<file path="config.mk">
export PLATFORM = sky130hd
export DESIGN_NAME = multi_lane_clock_detector
export DESIGN_NICKNAME = d
export VERILOG_FILES = /design/src/rtl/mb_clk_det_pkg.sv /design/src/rtl/bit_synchronizer.sv /design/src/rtl/multi_lane_clock_detector.sv
export SDC_FILE = /design/constraint.sdc
export NUM_CORES = 1
export LEC_CHECK = 0
export CAP_MARGIN = 20
export CORE_MARGIN = 5
export CORE_UTILIZATION = 48
export CTS_CLUSTER_SIZE = 30
export DETAILED_ROUTE_END_ITERATION = 12
export GPL_ROUTABILITY_DRIVEN = 0
export PLACE_DENSITY_LB_ADDON = 0.08
export RECOVER_POWER = 50
export SLEW_MARGIN = 10
export SYNTH_ARGS = -nofsm -noshare
export SYNTH_HDL_FRONTEND = slang
export SYNTH_SLANG_ARGS = --single-unit
</file>
<file path="constraint.sdc">
create_clock -name i_dig_clk -period 2.2 [get_ports i_dig_clk]
set_input_delay 0.22 -clock i_dig_clk [delete_from_list [all_inputs] [get_ports i_dig_clk]]
set_output_delay 0.22 -clock i_dig_clk [all_outputs]
set_load 0.01 [all_outputs]
</file>
<file path="src/rtl/mb_clk_det_pkg.sv">
// Shared types and default patterns for the multi-lane clock detector.
// Patterns are MSB-oldest, matching the capture shift order.
package mb_clk_det_pkg;

    typedef enum logic [2:0] {
        ST_IDLE    = 3'd0,
        ST_ALIGN   = 3'd1,
        ST_CAPTURE = 3'd2,
        ST_COMPARE = 3'd3,
        ST_DONE    = 3'd4
    } det_state_t;

    localparam logic [47:0] CKP_PAT = 48'hAAAAAAAA0000;
    localparam logic [47:0] CKN_PAT = 48'h555555550000;
    localparam logic [47:0] TRK_PAT = 48'hAAAAAAAA0000;

    function automatic logic is_busy(input det_state_t s);
        return (s == ST_ALIGN) || (s == ST_CAPTURE) ||
               (s == ST_COMPARE);
    endfunction

endpackage

</file>
<file path="src/rtl/bit_synchronizer.sv">
// Two-flop synchronizer for one asynchronous line.
// Both flops clear on reset so the line reads 0 until re-sampled.
module bit_synchronizer (
    input  logic i_clk,
    input  logic i_rst_n,
    input  logic i_d,
    output logic o_q
);

    logic r_s1;
    logic r_s2;

    always_ff @(posedge i_clk or negedge i_rst_n) begin
        if (!i_rst_n) begin
            r_s1 <= 1'b0;
            r_s2 <= 1'b0;
        end else begin
            r_s1 <= i_d;
            r_s2 <= r_s1;
        end
    end

    assign o_q = r_s2;

endmodule

</file>
<file path="src/rtl/multi_lane_clock_detector.sv">
// Aligns on a channel-0 zero run, then captures and compares
// fixed-width windows on every channel, counting matches.
module multi_lane_clock_detector
    import mb_clk_det_pkg::*;
#(
    parameter int NUM_CH        = 3,
    parameter int PAT_W         = 48,
    parameter int ZERO_RUN      = 8,
    parameter int MAX_ITER      = 16,
    parameter int REQ_MATCH     = 16,
    parameter int ALIGN_TIMEOUT = 1024
) (
    input  logic                    i_dig_clk,
    input  logic                    i_rst_n,
    input  logic [NUM_CH-1:0]       i_ch,
    input  logic [NUM_CH*PAT_W-1:0] i_expected,
    input  logic                    i_start,
    input  logic                    i_clear_results,
    output logic                    o_busy,
    output logic                    o_done,
    output logic                    o_timeout,
    output logic [NUM_CH-1:0]       o_result_logged,
    output logic [NUM_CH*$clog2(MAX_ITER+1)-1:0] o_match_cnt
);

    localparam int CNT_W = $clog2(MAX_ITER + 1);
    localparam int BIT_W = $clog2(PAT_W + 1);
    localparam int ZR_W  = $clog2(ZERO_RUN + 1);
    localparam int AT_W  = $clog2(ALIGN_TIMEOUT + 1);

    localparam logic [CNT_W-1:0] MAX_CNT   = CNT_W'(MAX_ITER);
    localparam logic [CNT_W-1:0] REQ_CNT   = CNT_W'(REQ_MATCH);
    localparam logic [CNT_W-1:0] ITER_LAST = CNT_W'(MAX_ITER - 1);
    localparam logic [BIT_W-1:0] BIT_LAST  = BIT_W'(PAT_W - 1);
    localparam logic [ZR_W-1:0]  ZR_LAST   = ZR_W'(ZERO_RUN - 1);
    localparam logic [AT_W-1:0]  AT_LAST   = AT_W'(ALIGN_TIMEOUT - 1);

    logic [NUM_CH-1:0] w_ch;

    det_state_t r_state;
    det_state_t w_next;
    logic       w_start_run;
    logic       w_aligned;
    logic       w_align_to;

    logic [ZR_W-1:0]  r_zero_cnt;
    logic [AT_W-1:0]  r_align_cnt;
    logic [BIT_W-1:0] r_bit_cnt;
    logic [CNT_W-1:0] r_iter_cnt;
    logic [PAT_W-1:0] r_shift [NUM_CH];
    logic [CNT_W-1:0] r_match [NUM_CH];
    logic [NUM_CH-1:0] r_result;
    logic             r_timeout;

    for (genvar g = 0; g < NUM_CH; g++) begin : g_sync
        bit_synchronizer u_sync (
            .i_clk   (i_dig_clk),
            .i_rst_n (i_rst_n),
            .i_d     (i_ch[g]),
            .o_q     (w_ch[g])
        );
        assign o_match_cnt[g*CNT_W +: CNT_W] = r_match[g];
    end

    always_ff @(posedge i_dig_clk or negedge i_rst_n) begin
        if (!i_rst_n) begin
            r_state <= ST_IDLE;
        end else begin
            r_state <= w_next;
        end
    end

    // Clear beats start; alignment beats timeout in the same cycle.
    always_comb begin
        w_next      = r_state;
        w_start_run = 1'b0;
        w_aligned   = 1'b0;
        w_align_to  = 1'b0;
        if (i_clear_results) begin
            w_next = ST_IDLE;
        end else begin
            unique case (r_state)
                ST_IDLE, ST_DONE: begin
                    if (i_start) begin
                        w_next      = ST_ALIGN;
                        w_start_run = 1'b1;
                    end
                end
                ST_ALIGN: begin
                    if (!w_ch[0] && r_zero_cnt == ZR_LAST) begin
                        w_next    = ST_CAPTURE;
                        w_aligned = 1'b1;
                    end else if (r_align_cnt == AT_LAST) begin
                        w_next     = ST_DONE;
                        w_align_to = 1'b1;
                    end
                end
                ST_CAPTURE: begin
                    if (r_bit_cnt == BIT_LAST) begin
                        w_next = ST_COMPARE;
                    end
                end
                ST_COMPARE: begin
                    if (r_iter_cnt == ITER_LAST) begin
                        w_next = ST_DONE;
                    end else begin
                        w_next = ST_CAPTURE;
                    end
                end
                default: w_next = ST_IDLE;
            endcase
        end
    end

    always_ff @(posedge i_dig_clk or negedge i_rst_n) begin
        if (!i_rst_n) begin
            r_zero_cnt  <= '0;
            r_align_cnt <= '0;
            r_bit_cnt   <= '0;
            r_iter_cnt  <= '0;
            r_result    <= '0;
            r_timeout   <= 1'b0;
            for (int c = 0; c < NUM_CH; c++) begin
                r_shift[c] <= '0;
                r_match[c] <= '0;
            end
        end else if (i_clear_results) begin
            r_zero_cnt  <= '0;
            r_align_cnt <= '0;
            r_bit_cnt   <= '0;
            r_iter_cnt  <= '0;
            r_result    <= '0;
            r_timeout   <= 1'b0;
            for (int c = 0; c < NUM_CH; c++) begin
                r_shift[c] <= '0;
                r_match[c] <= '0;
            end
        end else if (w_start_run) begin
            r_zero_cnt  <= '0;
            r_align_cnt <= '0;
            r_bit_cnt   <= '0;
            r_iter_cnt  <= '0;
            r_result    <= '0;
            r_timeout   <= 1'b0;
            for (int c = 0; c < NUM_CH; c++) begin
                r_match[c] <= '0;
            end
        end else begin
            unique case (r_state)
                ST_ALIGN: begin
                    r_align_cnt <= r_align_cnt + AT_W'(1);
                    if (w_ch[0]) begin
                        r_zero_cnt <= '0;
                    end else begin
                        r_zero_cnt <= r_zero_cnt + ZR_W'(1);
                    end
                    if (w_aligned) begin
                        r_bit_cnt <= '0;
                    end
                    if (w_align_to) begin
                        r_timeout <= 1'b1;
                    end
                end
                ST_CAPTURE: begin
                    r_bit_cnt <= r_bit_cnt + BIT_W'(1);
                    for (int c = 0; c < NUM_CH; c++) begin
                        r_shift[c] <= {r_shift[c][PAT_W-2:0], w_ch[c]};
                    end
                end
                ST_COMPARE: begin
                    r_bit_cnt  <= '0;
                    r_iter_cnt <= r_iter_cnt + CNT_W'(1);
                    for (int c = 0; c < NUM_CH; c++) begin
                        if (r_shift[c] == i_expected[c*PAT_W +: PAT_W] &&
                            r_match[c] != MAX_CNT) begin
                            r_match[c] <= r_match[c] + CNT_W'(1);
                        end
                    end
                end
                default: ;
            endcase
            // Pass flag trails the count by one cycle and is sticky.
            for (int c = 0; c < NUM_CH; c++) begin
                if (r_match[c] >= REQ_CNT) begin
                    r_result[c] <= 1'b1;
                end
            end
        end
    end

    assign o_busy          = is_busy(r_state);
    assign o_done          = (r_state == ST_DONE);
    assign o_timeout       = r_timeout;
    assign o_result_logged = r_result;

endmodule

</file>
=== Yosys cells after proc, flatten, opt, wreduce, memory -nomap -nowiden ===
Index checks and enable logic that the tools add are counted.

* Flip-flop bits (word level): 198
* Word-level logic and storage cells: 126

* Add/subtract/negate cells: 7
* Magnitude comparators: 3
* Equality and inequality tests: 19
* Mux-type cells: 49
* Reductions and logical operators: 27

{| class="wikitable"
|+ Operator list
! cell !! count
|-
| $mux W144 || 3
|-
| $eq A48 B48 Y1 || 3
|-
| $mux W15 || 3
|-
| $mux W11 || 3
|-
| $mux W5 || 6
|-
| $reduce_bool A3 Y1 || 9
|-
| $mux W3 || 8
|-
| $add A5 B1 Y5 const B || 4
|-
| $mux W6 || 3
|-
| $pmux W6 S3 || 1
|-
| $mux W1 || 17
|-
| $mux W4 || 4
|-
| $ge A5 B5 Y1 const B || 3
|-
| $ne A5 B5 Y1 const B || 3
|-
| $pmux W3 S4 || 1
|-
| $reduce_and A2 Y1 || 6
|-
| $add A11 B1 Y11 const B || 1
|-
| $eq A11 B10 Y1 const B || 1
|-
| $ne A4 B4 Y1 const B || 2
|-
| $add A6 B1 Y6 const B || 1
|-
| $eq A3 B2 Y1 const B || 2
|-
| $eq A6 B6 Y1 const B || 1
|-
| $ne A3 B3 Y1 const B || 2
|-
| $eq A5 B4 Y1 const B || 1
|-
| other kinds (13) || 17
|}

=== Longest topological paths before layout ===
Gate-level depths: netlist of the first run.

* Word-level depth: 9
* Depth in mapped cells: 9
* Mapped depth without buffers: 8

=== Hierarchy ===
Synthesis of the first run repeated with hierarchy kept, for this count alone.

* Cells, all modules: 824
* Area total of the unflattened synthesis: 9,449.1 um^2

{| class="wikitable"
|+ Modules (own cells, without submodules)
! module !! instances !! cells an instance !! area each (um^2) !! sequential area each (um^2)
|-
| multi_lane_clock_detector || 1 || 818 || 9,298.9 || 4,804.6
|-
| bit_synchronizer || 3 || 2 || 50.0 || 50.0
|}

=== Worst setup path after synthesis of the first run ===
OpenSTA, ideal clock, no wires.

* Path type: register to register
* Start: register r_shift[64] (netlist name)
* End: register r_match (netlist bit o_match_cnt[9])
* Setup time: 78 ps
* Arrival time: 2,155 ps
* Data required time: 2,122 ps
* Slack: -33 ps
* Stages on the path, launching flop included: 8
* Path buffers: 1
* Clock period less this slack: 2,233 ps
* Cell sequence: dfrtp_1 xor2_1 nor4_1 nand4_1 or4_1 clkbuf_2 or4_1 a21oi_1

* Longest elaborated chain between the ends: 4

{| class="wikitable"
|+ RTL lines
! item !! line !! RTL
|-
| start: declaration || multi_lane_clock_detector.sv:50 || <nowiki>logic [PAT_W-1:0] r_shift [NUM_CH];</nowiki>
|-
| start signal: indexed assignment || multi_lane_clock_detector.sv:167 || <nowiki>r_shift[c] <= {r_shift[c][PAT_W-2:0], w_ch[c]};</nowiki>
|-
| $eq A48 B48 Y1 || multi_lane_clock_detector.sv:174 || <nowiki>if (r_shift[c] == i_expected[c*PAT_W +: PAT_W] &&</nowiki>
|-
| $logic_and A1 B1 Y1 || multi_lane_clock_detector.sv:174 ||
|-
| $reduce_bool A3 Y1 (no line) || -- ||
|-
| $reduce_and A2 Y1 (no line) || -- ||
|-
| end signal: indexed assignment || multi_lane_clock_detector.sv:176 || <nowiki>r_match[c] <= r_match[c] + CNT_W'(1);</nowiki>
|-
| end: declaration || multi_lane_clock_detector.sv:51 || <nowiki>logic [CNT_W-1:0] r_match [NUM_CH];</nowiki>
|}

No other way between the ends.
A chain may end at the register's enable or synchronous reset.

=== Worst setup path after layout of the first run ===
* Start: register r_shift[92] (netlist name)
* End: register r_match (netlist bit o_match_cnt[8])

The elaborated chain is that of the path after synthesis.

==> impl_metrics.json, run 1 <==
{
  "vias": 8471,
  "min_period_over_period": 1.069,
  "layout_setup_ws_ps": -151.7,
  "criticalPathCategory": "reg2reg",
  "cpLargestDelayFamily": "simple AND/OR/NAND/NOR gates",
  "ys_ff_latch": 198,
  "synth_area_sq_um": 9911,
  "ios": 172,
  "crit_slowest_cell": "or4_4",
  "ys_top_cells_by_area": "dfrtp_1 (50%), nand2_1 (12%), xor2_1 (9.2%)",
  "max_slew_margin": -0.07495,
  "synth.net_count": 1273,
  "clock_path_buffers": 2,
  "first_pass_iters": 4,
  "final_max_slew_viol_count": 64,
  "yosysSeqAreaShare": 0.4999,
  "route.detailed.drc": 0,
  "r2r-start": "r_shift[92]$_DFFE_PN0P_",
  "violations": "max-capacitance violations, max-slew violations, negative setup slack",
  "power_frac_seq": 0.481,
  "tightest_slew_ps": 1612,
  "hp-start": "i_clear_results",
  "cts_made_buffers": 17,
  "critPathRequiredTime_ps": 2520,
  "path_cells": "xor2_1 > nor4_1 > nand4_1 > or4_4 > buf_4 > o31ai_2 > a21oi_2",
  "globalRouteMet1Util": 0.3095,
  "core-area_sq_um": 20300,
  "grt_setup_unrepaired": "true",
  "port_buffers": 171,
  "rows": 52,
  "track_usage": 0.2278,
  "ys_async_sr_fraction": 1.000,
  "reg2reg_to": "o_match_cnt[8]$_DFFE_PN0P_",
  "antenna_found_initial": 0,
  "slowest_delay_ps": 590,
  "hp-class": "in2reg",
  "hold_path_depth": 2,
  "dieArea_sq_um": 23620,
  "grt_max_degree": 78,
  "pwr-share-clk": 0.428,
  "synth_area_leader_cell": "dfrtp_1",
  "gr-usage-met3": 0.06015,
  "gr-usage-met2": 0.3662,
  "r2r_setup_slack_ps": -150,
  "drtIter0Drc": 642,
  "stdcell_count": 1600,
  "grt_pass1_wl_mm": 43.82,
  "insertion_delay_ps": 440,
  "p_sw_frac": 0.2424,
  "crit_buf_inv": 1,
  "worst_setup_path_start_kind": "register",
  "power_frac_comb": 0.091,
  "cts-root-buf": "clkbuf_16",
  "overflow": 0,
  "power_density_nw_per_um2": 582.3,
  "synth_ff_type": "dfrtp_1",
  "layout-drive-gt1-share": 0.09774,
  "h-tree-depth": 4,
  "final_util": 0.6430,
  "yosys_warnings": 0,
  "cp.arrival_ps": 2670,
  "yosysMostFrequentCell": "nand2_1",
  "die-width_um": 153.7,
  "netlist_instances": 1111,
  "hpwl_mm": 19.11,
  "die_y_um": 153.7,
  "wirelength_mm": 26.89,
  "busiest_layer": "met2",
  "clk_pin_slew_ps": 70,
  "dp_cells": 1561,
  "fin_nets": 1479,
  "synth.distinct_cells": 44,
  "finClkSkew_ps": 14.62,
  "cts_tree": "built",
  "start_util": 0.4882,
  "cts_num_sinks": 198,
  "antennaDiodeCount": 0,
  "min_period_ps": 2352,
  "total_power_mw": 7.600,
  "cap_violations": 1,
  "route.detailed.wl_per_inst_um": 16.81,
  "area_growth_pct": 31.70,
  "run_status": "finished with violations",
  "grt_pass1_vias": 8498,
  "yosysTopAreaCellShare": 0.4999,
  "setup_viol": 2,
  "vias_per_cell": 5.294,
  "min_to": "r_shift[45]$_DFFE_PN0P_",
  "ir_drop_uv": 481.7,
  "max_freq_ghz": 0.4252,
  "p_leak_nw": 5.520,
  "p_sw_mw": 1.842,
  "synth_edf_count": 0,
  "path_max_fanout": 4,
  "cp-end-kind": "register",
  "p_int_mw": 5.758,
  "hold_violations": 0,
  "syn_avg_cell_area_sq_um": 8.921,
  "postRouteAntennaNets": 0,
  "synth_common_cells": "nand2_1 (317), dfrtp_1 (198), a21oi_1 (164)",
  "r2r_cells": 7
}
[power groups by stage]
stage / logic (mW) / clock network [mW] / registers [mW]
6_report: 0.693 / 3.25 / 3.66
5_1_grt: 0.753 / 3.46 / 3.66
4_1_cts: 0.704 / 3.30 / 3.66
3_5_place_dp: 0.696 / 0 / 3.73
3_3_place_gp: 0.695 / 0 / 3.73
2_1_floorplan: 0.218 / 0 / 3.73
[kinds of logic after synthesis]
kind of cell / Yosys count / synth area share
AND/OR/NAND/NOR: 479 / 0.2134
adder cells (fa/ha/maj): 11 / 0.01389
buffers and inverters: 70 / 0.02752
multiplexers: 3 / 0.003156
AO/OA/AOI/OAI: 190 / 0.1007
XOR/XNOR: 160 / 0.1414
flip-flops: 198 / 0.4999
[worst max path at each step]
| stage | start | endpoint | slack, ps | cells past startpoint |
|---|---|---|---|---|
| after CTS | r_shift[93]$_DFFE_PN0P_ | o_match_cnt[8]$_DFFE_PN0P_ | -170 | 7 |
| after detailed placement | i_expected[76] | o_match_cnt[8]$_DFFE_PN0P_ | -510 | 7 |
| after floorplan | o_match_cnt[10]$_DFFE_PN0P_ | o_match_cnt[11]$_DFFE_PN0P_ | 30 | 8 |
| final | r_shift[92]$_DFFE_PN0P_ | o_match_cnt[8]$_DFFE_PN0P_ | -150 | 7 |
| after global routing | r_shift[90]$_DFFE_PN0P_ | o_match_cnt[8]$_DFFE_PN0P_ | -220 | 7 |
| after global placement | i_expected[75] | o_match_cnt[8]$_DFFE_PN0P_ | -480 | 8 |
[cell type report]
cell class / count / area, sq um
sequential: 198 / 4955
timing repair buffer: 245 / 2317
tap: 270 / 337.8
multi-input combinational: 843 / 4796
clock buffer: 19 / 442.9
fill: 1783 / 7247
inverter: 12 / 45.04
clock inverter: 13 / 158.9
[repair_timing]
action                                  in CTS  in global routing
endpoints found under the setup margin       4                 12
buffers inserted                             2                  5
pin swaps                                    7                 11
gates resized for setup                      5                 15
hold buffers                                 1                  0
gates cloned                                 0                  0
hold endpoints to repair                    57                  0
[layout by cell type, fill, tap and decap left out, drive strengths merged, types with 10 or more instances in the layout]
master         Yosys  layout
nor3              10      10
nand3             15      15
buf                9      71
nor2              45      45
clkbuf            49      23
inv               12      21
xor2             104     104
nor4              41      41
nand2            317     317
clkdlybuf4s50      0     166
a21oi            164     164
dfrtp            198     198
nand4             24      24
ha                11      11
xnor2             56      56
[stage by stage]
step	cell area [sq um]	setup slack, ps	hold slack [ps]	setup TNS [ps]
after floorplan	9911	27.31	-75.59	0
after global placement	12330	-480.7	261.8	-1787
after detailed placement	12330	-510.6	254.7	-1777
after CTS	12980	-173.4	192.7	-302.9
after global routing	13050	-217.4	220.6	-5467
final	13050	-151.7	211.6	-272.7
[registers in the layout, indices dropped and copies added, names as in the netlist]
signal              count
r_shift               144
o_match_cnt            15
r_align_cnt            11
r_bit_cnt               6
r_iter_cnt              5
r_zero_cnt              4
g_sync.u_sync.o_q       3
g_sync.u_sync.r_s1      3
o_result_logged         3
r_state                 3
o_timeout               1
[layer usage]
metal,part of all wire,up-vias
met2,0.49,225
li1,-,4127
met4,0.018,0
met3,0.059,37
met5,0,-
met1,0.44,4082
No activity file was read; power rests on OpenSTA's default activity.
==> run 2: changes to the inputs <==
- ABC_AREA: not set -> 1
- CORE_UTILIZATION: 48 -> 49
==> run 2 against run 1 <==
  * Worst setup slack better by 350 ps
  * Die area up 0.29%
  * Largest cell class unchanged
  * Total power up 1.8%
  * Wire length down 13%
  * Non-clock buffer count down 49
  * The run now ends clean
  * Worst hold slack better by 110 ps
==> impl_metrics.json, run 2 <==
{
  "run_status": "completed",
  "cp-endpoint": "o_done",
  "antenna_found_initial": 1,
  "synth_common_cells": "nand2_1 (277), inv_1 (232), dfrtp_1 (198)",
  "ys_ff_latch": 198,
  "crit_top_cell": "nor2_1",
  "fin_nets": 1581,
  "area_growth_pct": 26.30,
  "finClkSkew_ps": 11.80,
  "layout_setup_ws_ps": 202.7,
  "stdcell_count": 1702,
  "die_y_um": 153.9,
  "path_max_fanout": 4,
  "cts_tree": "built",
  "largest_register_ff_count": 144,
  "post-cts-setup-buffers": 0,
  "min_period_over_period": 0.9078,
  "first_pass_iters": 5,
  "dp_cells": 1669,
  "insertion_delay_ps": 440,
  "final_common_cell": "nand2_1",
  "tns_ps": 0,
  "hold_violations": 0,
  "synth_area_sq_um": 10150,
  "postRouteAntennaNets": 0,
  "yosys_warnings": 0,
  "crit_slowest_cell": "clkdlybuf4s50_1",
  "synth_ff_type": "dfrtp_1",
  "clock_path_buffers": 2,
  "route.detailed.drc": 0,
  "max_freq_ghz": 0.5007,
  "ios": 172,
  "vias": 8293,
  "setup_viol": 0,
  "vias_per_cell": 4.873,
  "cts-root-buf": "clkbuf_16",
  "yosysMostFrequentCell": "nand2_1",
  "synth_area_leader_cell": "dfrtp_1",
  "cts_resized": 0,
  "overflow": 0,
  "wirelength_mm": 23.38,
  "h-tree-depth": 4,
  "yosysSeqAreaShare": 0.4882,
  "reg2reg_to": "r_align_cnt[0]$_DFFE_PN0P_",
  "track_usage": 0.2003,
  "cp-end-kind": "primary output",
  "max_flop_register": "r_shift",
  "cap_violations": 0,
  "post-place-ws_ps": 234.4,
  "min_period_ps": 1997,
  "rows": 52,
  "yosysTopAreaCellShare": 0.4882,
  "criticalPathCategory": "reg2out",
  "worst_setup_path_start_kind": "register",
  "fill_cells": 1781,
  "r2r_cells": 6,
  "core-area_sq_um": 20300,
  "drtIter0Drc": 551,
  "critPathRequiredTime_ps": 1980,
  "max_slew_margin": 0.2664,
  "antennaDiodeCount": 0,
  "hpwl_mm": 17.50,
  "startpoint": "r_state[1]$_DFFE_PN0P_",
  "ys_top_cells_by_area": "dfrtp_1 (49%), nand2_1 (10%), inv_1 (8.6%)",
  "synth.net_count": 1402,
  "cp.arrival_ps": 1780,
  "grt_setup_unrepaired": "false",
  "route.detailed.wl_per_inst_um": 13.73,
  "port_buffers": 171,
  "ys_async_sr_fraction": 1.000,
  "clk_pin_slew_ps": 80,
  "hp-class": "in2async",
  "ir_drop_uv": 562.9,
  "p_leak_nw": 5.881,
  "final_util": 0.6314,
  "syn_avg_cell_area_sq_um": 8.184,
  "synth_edf_count": 0,
  "grt_pass1_wl_mm": 38.95,
  "dieArea_sq_um": 23690,
  "r2r_setup_slack_ps": 290,
  "cts_num_sinks": 198,
  "hold_ws_ps": 319.1,
  "grt_pass1_vias": 8143,
  "tightest_slew_ps": 1100,
  "grt_max_degree": 64,
  "start_util": 0.4999,
  "synth.distinct_cells": 36,
  "slowest_delay_ps": 550,
  "die-width_um": 153.9,
  "path_cells": "nor2_1 > inv_1 > nor2_1 > clkdlybuf4s50_1",
  "layout-drive-gt1-share": 0.05098,
  "netlist_instances": 1240,
  "r2r-start": "r_state[1]$_DFFE_PN0P_",
  "power_density_nw_per_um2": 603.5,
  "final_max_slew_viol_count": 0,
  "cts_made_buffers": 17,
  "mostFrequentLayoutCells": "nand2_1 (277), inv_1 (232), dfrtp_1 (198)"
}
## run 2: cell count changes after synthesis, sizes merged, moves of 15 or more
cell    delta
buf       +18
a21oi    -148
o21ai     +15
xor2      -63
nand3     +40
nand2     -35
nor4      -41
clkbuf    -40
inv      +225
nand4     -17
o22ai    +138
nor2      +67
## run 2: area by class of cell
class | count | area, sq um | area share
clock inverters | 12 | 120.1 | 0.009371
well taps | 270 | 337.8 | 0.02636
repair buffers | 196 | 1974 | 0.1540
inverters | 238 | 898.4 | 0.07009
clock buffers | 20 | 446.7 | 0.03485
flip-flops and latches | 198 | 4955 | 0.3866
multi-input cells | 768 | 4085 | 0.3187
## run 2: critical path: cells and delay by family, from the launching register on
kind / cells / cell delay (ps)
buffers and inverters: 2 / 640
flip-flops: 1 / 440
AND/OR/NAND/NOR: 2 / 270
## run 2: what timing repair did
| action | CTS | global route |
|---|---|---|
| endpoints found under the hold margin | 58 | 0 |
| endpoints found under the setup margin | 0 | 0 |
| hold buffers | 1 | 0 |
## run 2: worst min path at each step
stage	end	slack, ps	depth (start not counted)
finish	r_shift[68]$_DFFE_PN0P_	320	2
floorplan	g_sync[0].u_sync.o_q$_DFF_PN0_	-80	0
global route	g_sync[2].u_sync.o_q$_DFF_PN0_	360	0
CTS	g_sync[1].u_sync.r_s1$_DFF_PN0_	230	1
detailed placement	r_shift[67]$_DFFE_PN0P_	260	1
global placement	r_shift[67]$_DFFE_PN0P_	260	1
## run 2: report_power, final
group | internal [mW] | switching, mW | leakage, nW
Sequential | 3.68 | 0.0488 | 2.75
Clock | 1.61 | 1.43 | 0.266
Combinational | 0.468 | 0.501 | 2.87
## run 2: cells by family (layout without fill, tap and decap cells)
kind of cell | Yosys count | in the layout | synth area share
buf+inv | 274 | 466 | 0.1097
fa+ha+maj | 11 | 11 | 0.01356
compound gates | 186 | 186 | 0.1121
xor+xnor | 94 | 94 | 0.08112
flops | 198 | 198 | 0.4882
mux | 1 | 1 | 0.0009864
simple gates | 476 | 476 | 0.1943
## run 2: metal layers
layer | GRT usage | up-vias | wire length, um
li1 | - | 4287 | -
met2 | 0.3209 | 164 | 10990
met1 | 0.2806 | 3825 | 11050
met5 | 0 | - | 18
met3 | 0.04890 | 15 | 1128
met4 | 0.03995 | 2 | 190
## run 2: per-stage QoR
stage,power [mW],instance area [sq um]
floorplan,4.213,10150
global placement,4.780,12290
detailed placement,4.786,12290
CTS,7.847,12860
global route,8.076,12820
finish,7.735,12820
==> run 3: changes to the inputs <==
- ABC_AREA: 1 -> not set
- CORE_UTILIZATION: 49 -> 48
==> results of run 3 <==
No change in the layout: final DEF, timing and power equal those of run 1.
==> RTL change 1: new RTL, config.mk and constraints of run 2 <==
Register the inputs `i_ch`, `i_expected`, `i_start` and `i_clear_results` before use, with the module's reset. The logic sees them one clock later.
--- a/src/rtl/multi_lane_clock_detector.sv
+++ b/src/rtl/multi_lane_clock_detector.sv
@@ -37,2 +37,21 @@
 
+    logic [NUM_CH-1:0] i_ch_q;
+    logic [NUM_CH*PAT_W-1:0] i_expected_q;
+    logic i_start_q;
+    logic i_clear_results_q;
+
+    always_ff @(posedge i_dig_clk or negedge i_rst_n) begin
+        if (!i_rst_n) begin
+            i_ch_q            <= '0;
+            i_expected_q      <= '0;
+            i_start_q         <= '0;
+            i_clear_results_q <= '0;
+        end else begin
+            i_ch_q            <= i_ch;
+            i_expected_q      <= i_expected;
+            i_start_q         <= i_start;
+            i_clear_results_q <= i_clear_results;
+        end
+    end
+
     logic [NUM_CH-1:0] w_ch;
@@ -58,3 +77,3 @@
             .i_rst_n (i_rst_n),
-            .i_d     (i_ch[g]),
+            .i_d     (i_ch_q[g]),
             .o_q     (w_ch[g])
@@ -78,3 +97,3 @@
         w_align_to  = 1'b0;
-        if (i_clear_results) begin
+        if (i_clear_results_q) begin
             w_next = ST_IDLE;
@@ -83,3 +102,3 @@
                 ST_IDLE, ST_DONE: begin
-                    if (i_start) begin
+                    if (i_start_q) begin
                         w_next      = ST_ALIGN;
@@ -126,3 +145,3 @@
             end
-        end else if (i_clear_results) begin
+        end else if (i_clear_results_q) begin
             r_zero_cnt  <= '0;
@@ -173,3 +192,3 @@
                     for (int c = 0; c < NUM_CH; c++) begin
-                        if (r_shift[c] == i_expected[c*PAT_W +: PAT_W] &&
+                        if (r_shift[c] == i_expected_q[c*PAT_W +: PAT_W] &&
                             r_match[c] != MAX_CNT) begin
Check against the original RTL: not equivalent (Yosys sat finds a counterexample within 4 cycles, from zero or initial values and one cycle with i_rst_n low).
==> RTL change 1 against run 2 <==
  * Synthesized cell count increased by 23%
  * Non-clock buffer count decreased by 3
  * Maximum frequency decreased by 6.0%
  * Sequential cell count increased by 149
  * Highest routed layer unchanged
  * Routed wire length increased by 34%
  * Area after synthesis increased by 39%
  * Cell count increased by 25%
  * Largest cell class unchanged
  * Setup slack got worse by 130 ps
  * Cell area increased by 37%
  * Power increased by 81%
==> RTL change 1: results (changes against run 2) <==
| Metric | Value |
|---|---|
| Share of layout cells above drive strength 1 | `0.0539 (+0.00295)` |
| Count of TritonRoute iterations in the first routing pass | `5 (unchanged)` |
| Post-synthesis sequential area ratio | `0.618 (+0.129)` |
| Overall Global Routing Usage | `0.199 (-0.00129)` |
| Deepest clock path buffer count | `3 (+1)` |
| Adder and majority cell fraction of the synthesized area | `0.00979 (-0.00377)` |
| Asr flop ratio synth | `1.00 (unchanged)` |
| Post-CTS setup buffer count | `0 (unchanged)` |
| Peak per-stage delay on the critical path | `580 ps (+30 ps)` |
| Clk_lat worst skew | `520 ps (+80 ps)` |
| Clock transition at the registers of the reported paths | `60 ps (-20 ps)` |
| H-tree levels | `2 (-2)` |
| Diode insertion count for antenna repair | `0 (unchanged)` |
| Power drawn by the sequential cells | `6.75 mW (+81%)` |
| Maximum VDD drop | `652 uV (+16%)` |
| Fraction of the mapped netlist area in compound gates | `0.0840 (-0.0280)` |
| DRC marker count from the first detailed-route iteration | `629 (+14%)` |
| # port buffers | `171 (unchanged)` |
| Top cells by instance count after synthesis | `sky130_fd_sc_hd__nand2_1 (399), sky130_fd_sc_hd__dfrtp_1 (347), sky130_fd_sc_hd__inv_1 (278)` |
| Result of the run | `finished clean` |
| Root buffer cell | `sky130_fd_sc_hd__clkbuf_16` |
| Worst Clk Skew | `12.0 ps (+0.212 ps)` |
| Routed length per placed instance | `14.7 um (+7.3%)` |
| Initial antenna violation count | `2 (+1)` |
| Sequential share of power | `0.481 (about the same)` |
| Class of the tightest hold or removal check | `in2reg` |
| Routed via count divided by cell count | `4.89 (+0.26%)` |
| Proportion of synthesized area in mux cells | `0 (-0.000986)` |
| Post-layout net count | `1,878 (+19%)` |
| Endpoint arrival time on the critical path | `1900 ps (+120 ps)` |
| Largest cells by area after synthesis | `sky130_fd_sc_hd__dfrtp_1 (62%), sky130_fd_sc_hd__nand2_1 (11%), sky130_fd_sc_hd__inv_1 (7.4%)` |
| Half-perimeter wire length after detailed placement | `22.0 mm (+26%)` |
| Synth unique cells | `29 (-19%)` |
| Cell area reported after detailed placement | `0.0164 mm^2 (+33%)` |
| Portion of total power attributed to the clock network | `0.435 (+0.042)` |
| Filler cell count in the final layout | `2,464 (+38%)` |
| Max_slew headroom | `0.185 (-0.0815)` |
| Switch share | `0.236 (-0.0192)` |
| Inserted Clock Buffers | `38 (+21)` |
| Post-route non-filler standard cell count | `2,127 (+25%)` |
| Vias in the first global route | `10,200 (+26%)` |
| Worst slack after detailed placement | `251 ps (+16.7 ps)` |
| Footprint of the multi-input gates | `0.00417 mm^2 (+2.1%)` |
| Parity-gate share of the synthesized area counting xor and xnor cells | `0.0305 (-0.0506)` |
| Net count after synthesis | `1,682 (+20%)` |
| Max Fanout on Critical Path | `5 (+1)` |
| Most instantiated flip-flop cell in the synthesis netlist | `sky130_fd_sc_hd__dfrtp_1` |
| Leakage dissipation | `8.35 nW (+42%)` |
| Pin count of the biggest net entering global routing | `72 (+13%)` |
| Gate count after technology mapping | `1,520 (+23%)` |
| Global-route wire length before repair | `51.2 mm (+31%)` |
| Number of warnings issued by yosys | `0 (unchanged)` |
==> RTL change 1: cell types whose count changed in the layout (fill, tap and decap cells not counted), sizes merged, moves of 4 or more <==
cell / before / now
dfrtp: 198 / 347
clkdlybuf4s50: 167 / 21
dlygate4sd3: 4 / 150
nand2: 282 / 400
inv: 241 / 285
clkbuf: 26 / 64
xnor2: 53 / 27
xor2: 41 / 22
nand3: 55 / 45
nor2: 112 / 121
nor3: 16 / 22
nand4: 7 / 12
clkinvlp: 4 / 0
o22ai: 139 / 143
==> RTL change 1: path summary, 6_finish.rpt <==
check,from,endpoint,slack (ps),cells past startpoint
worst max register to register,r_state[2],o_match_cnt[14],320,11
worst min-delay path,i_expected[107],i_expected_q[107],250,1
worst max-delay path,r_state[1],o_busy,80,3
max in group asynchronous,i_rst_n,i_expected_q[43],640,3
worst min register to register,g_sync[0].u_sync.r_s1,g_sync[0].u_sync.o_q,340,0
min in group asynchronous,i_rst_n,i_expected_q[9],520,2
==> RTL change 1: repair_timing <==
item                                    4_1_cts  5_1_grt
pin swaps                                     0        0
hold endpoints to repair                    209        0
gates resized for setup                       1        1
endpoints found under the setup margin        1        1
hold buffers                                  1        0
==> RTL change 1: layout make-up <==
cell class	instances	share of cell area
multi-input cells	853	0.237
well taps	384	0.0273
clock inverters	5	0.00249
flip-flops and latches	347	0.493
clock buffers	62	0.0666
inverters	283	0.0605
repair buffers	193	0.113
==> RTL change 1: kinds of logic (layout without fill, tap and decap cells) <==
group / count (synthesis) / count (layout)
fa+ha+maj: 11 / 11
buf+inv: 320 / 543
flops: 347 / 347
xor+xnor: 49 / 49
simple gates: 602 / 602
compound gates: 191 / 191
==> RTL change 1: per-layer routing <==
metal	routed length, um	global-route usage
met4	497	0.0457
met2	15000	0.323
met1	14300	0.283
met3	1500	0.0363
met5	21	0
==> RTL change 2: new RTL, settings of run 2 <==
Made on the original files. `PAT_W`: 48 -> 52.
--- a/src/rtl/multi_lane_clock_detector.sv
+++ b/src/rtl/multi_lane_clock_detector.sv
@@ -6,3 +6,3 @@
     parameter int NUM_CH        = 3,
-    parameter int PAT_W         = 48,
+    parameter int PAT_W         = 52,
     parameter int ZERO_RUN      = 8,
Ports: changed (resized i_expected); port bits go from 172 to 184. No check against the original RTL was run, so the function may have changed too.
==> RTL change 2 against run 2 <==
  * Hold slack lost 42 ps
  * Sequential cell count grew 12
  * Area after synthesis grew 11%
  * Routed wire length grew 16%
  * Cell area grew 10%
  * Cell count grew 17%
  * Core utilization shrank 0.69 points
  * Setup slack lost 65 ps
  * Power grew 20%
  * Critical endpoint unchanged
==> RTL change 2: results (changes against run 2) <==
| Metric | Value |
|---|---|
| Met2 GRT Util | `0.344 (+0.0228)` |
| Deepest clock path buffer count | `3 (+1)` |
| Half-perimeter wire length after detailed placement | `19.5 mm (+11%)` |
| Inserted Clock Buffers | `23 (+6)` |
| Largest cells by area after synthesis | `sky130_fd_sc_hd__dfrtp_1 (47%), sky130_fd_sc_hd__nand2_1 (16%), sky130_fd_sc_hd__inv_1 (11%)` |
| Portion of total power attributed to the clock network | `0.387 (-0.006)` |
| Worst R2R Setup Slack | `170 ps (-120 ps)` |
| Switch share | `0.267 (+0.0112)` |
| Worst Clk Skew | `11.0 ps (-0.768 ps)` |
| Fraction of the mapped netlist area in compound gates | `0.109 (-0.00328)` |
| Share of layout cells above drive strength 1 | `0.0487 (-0.00233)` |
| Final worst slack | `138 ps (-64.8 ps)` |
| Mapped Avg Cell Area | `7.47 um^2 (-8.8%)` |
| Worst hold slack across all endpoints | `277 ps (-41.9 ps)` |
| Reg-to-Reg End | `r_shift[138]` |
| DP Cell Count | `1,948 (+17%)` |
| Parity-gate share of the synthesized area counting xor and xnor cells | `0.0406 (-0.0405)` |
| Worst slack after detailed placement | `86.2 ps (-148 ps)` |
| # port buffers | `183 (+7.0%)` |
| Pwr Density | `657 mW/mm^2 (+8.8%)` |
| Cell area reported after detailed placement | `0.0134 mm^2 (+9.1%)` |
| Synth unique cells | `34 (-5.6%)` |
| Leakage dissipation | `6.84 nW (+16%)` |
| Maximum VDD drop | `603 uV (+7.1%)` |
| Vias in the first global route | `9,641 (+18%)` |
| Overall Global Routing Usage | `0.208 (+0.00821)` |
| Post-synthesis sequential area ratio | `0.468 (-0.0201)` |
| DRC marker count from the first detailed-route iteration | `622 (+13%)` |
| Pin count of the biggest net entering global routing | `104 (+63%)` |
| Result of the run | `finished clean` |
RTL change 2: cell count changes after synthesis, sizes merged, moves of 12 or more:
cell / delta
inv: +84
dfrtp: +12
xnor2: -14
nand2: +196
o22ai: +12
xor2: -28
RTL change 2: area by class of cell:
cell class | instances | area, um^2
Sequential cell | 210 | 5260
Fill cell | 2022 | 8480
Inverter | 322 | 1210
Timing Repair Buffer | 202 | 2020
Multi-Input combinational cell | 932 | 4560
Clock buffer | 36 | 674
Tap cell | 285 | 357
Clock inverter | 4 | 20.0
RTL change 2: layer usage:
| layer | up-vias | wire [um] |
|---|---|---|
| met5 | - | 13 |
| met4 | 2 | 489 |
| met3 | 38 | 1340 |
| met2 | 200 | 12800 |
| met1 | 4550 | 12500 |
| li1 | 5020 | - |
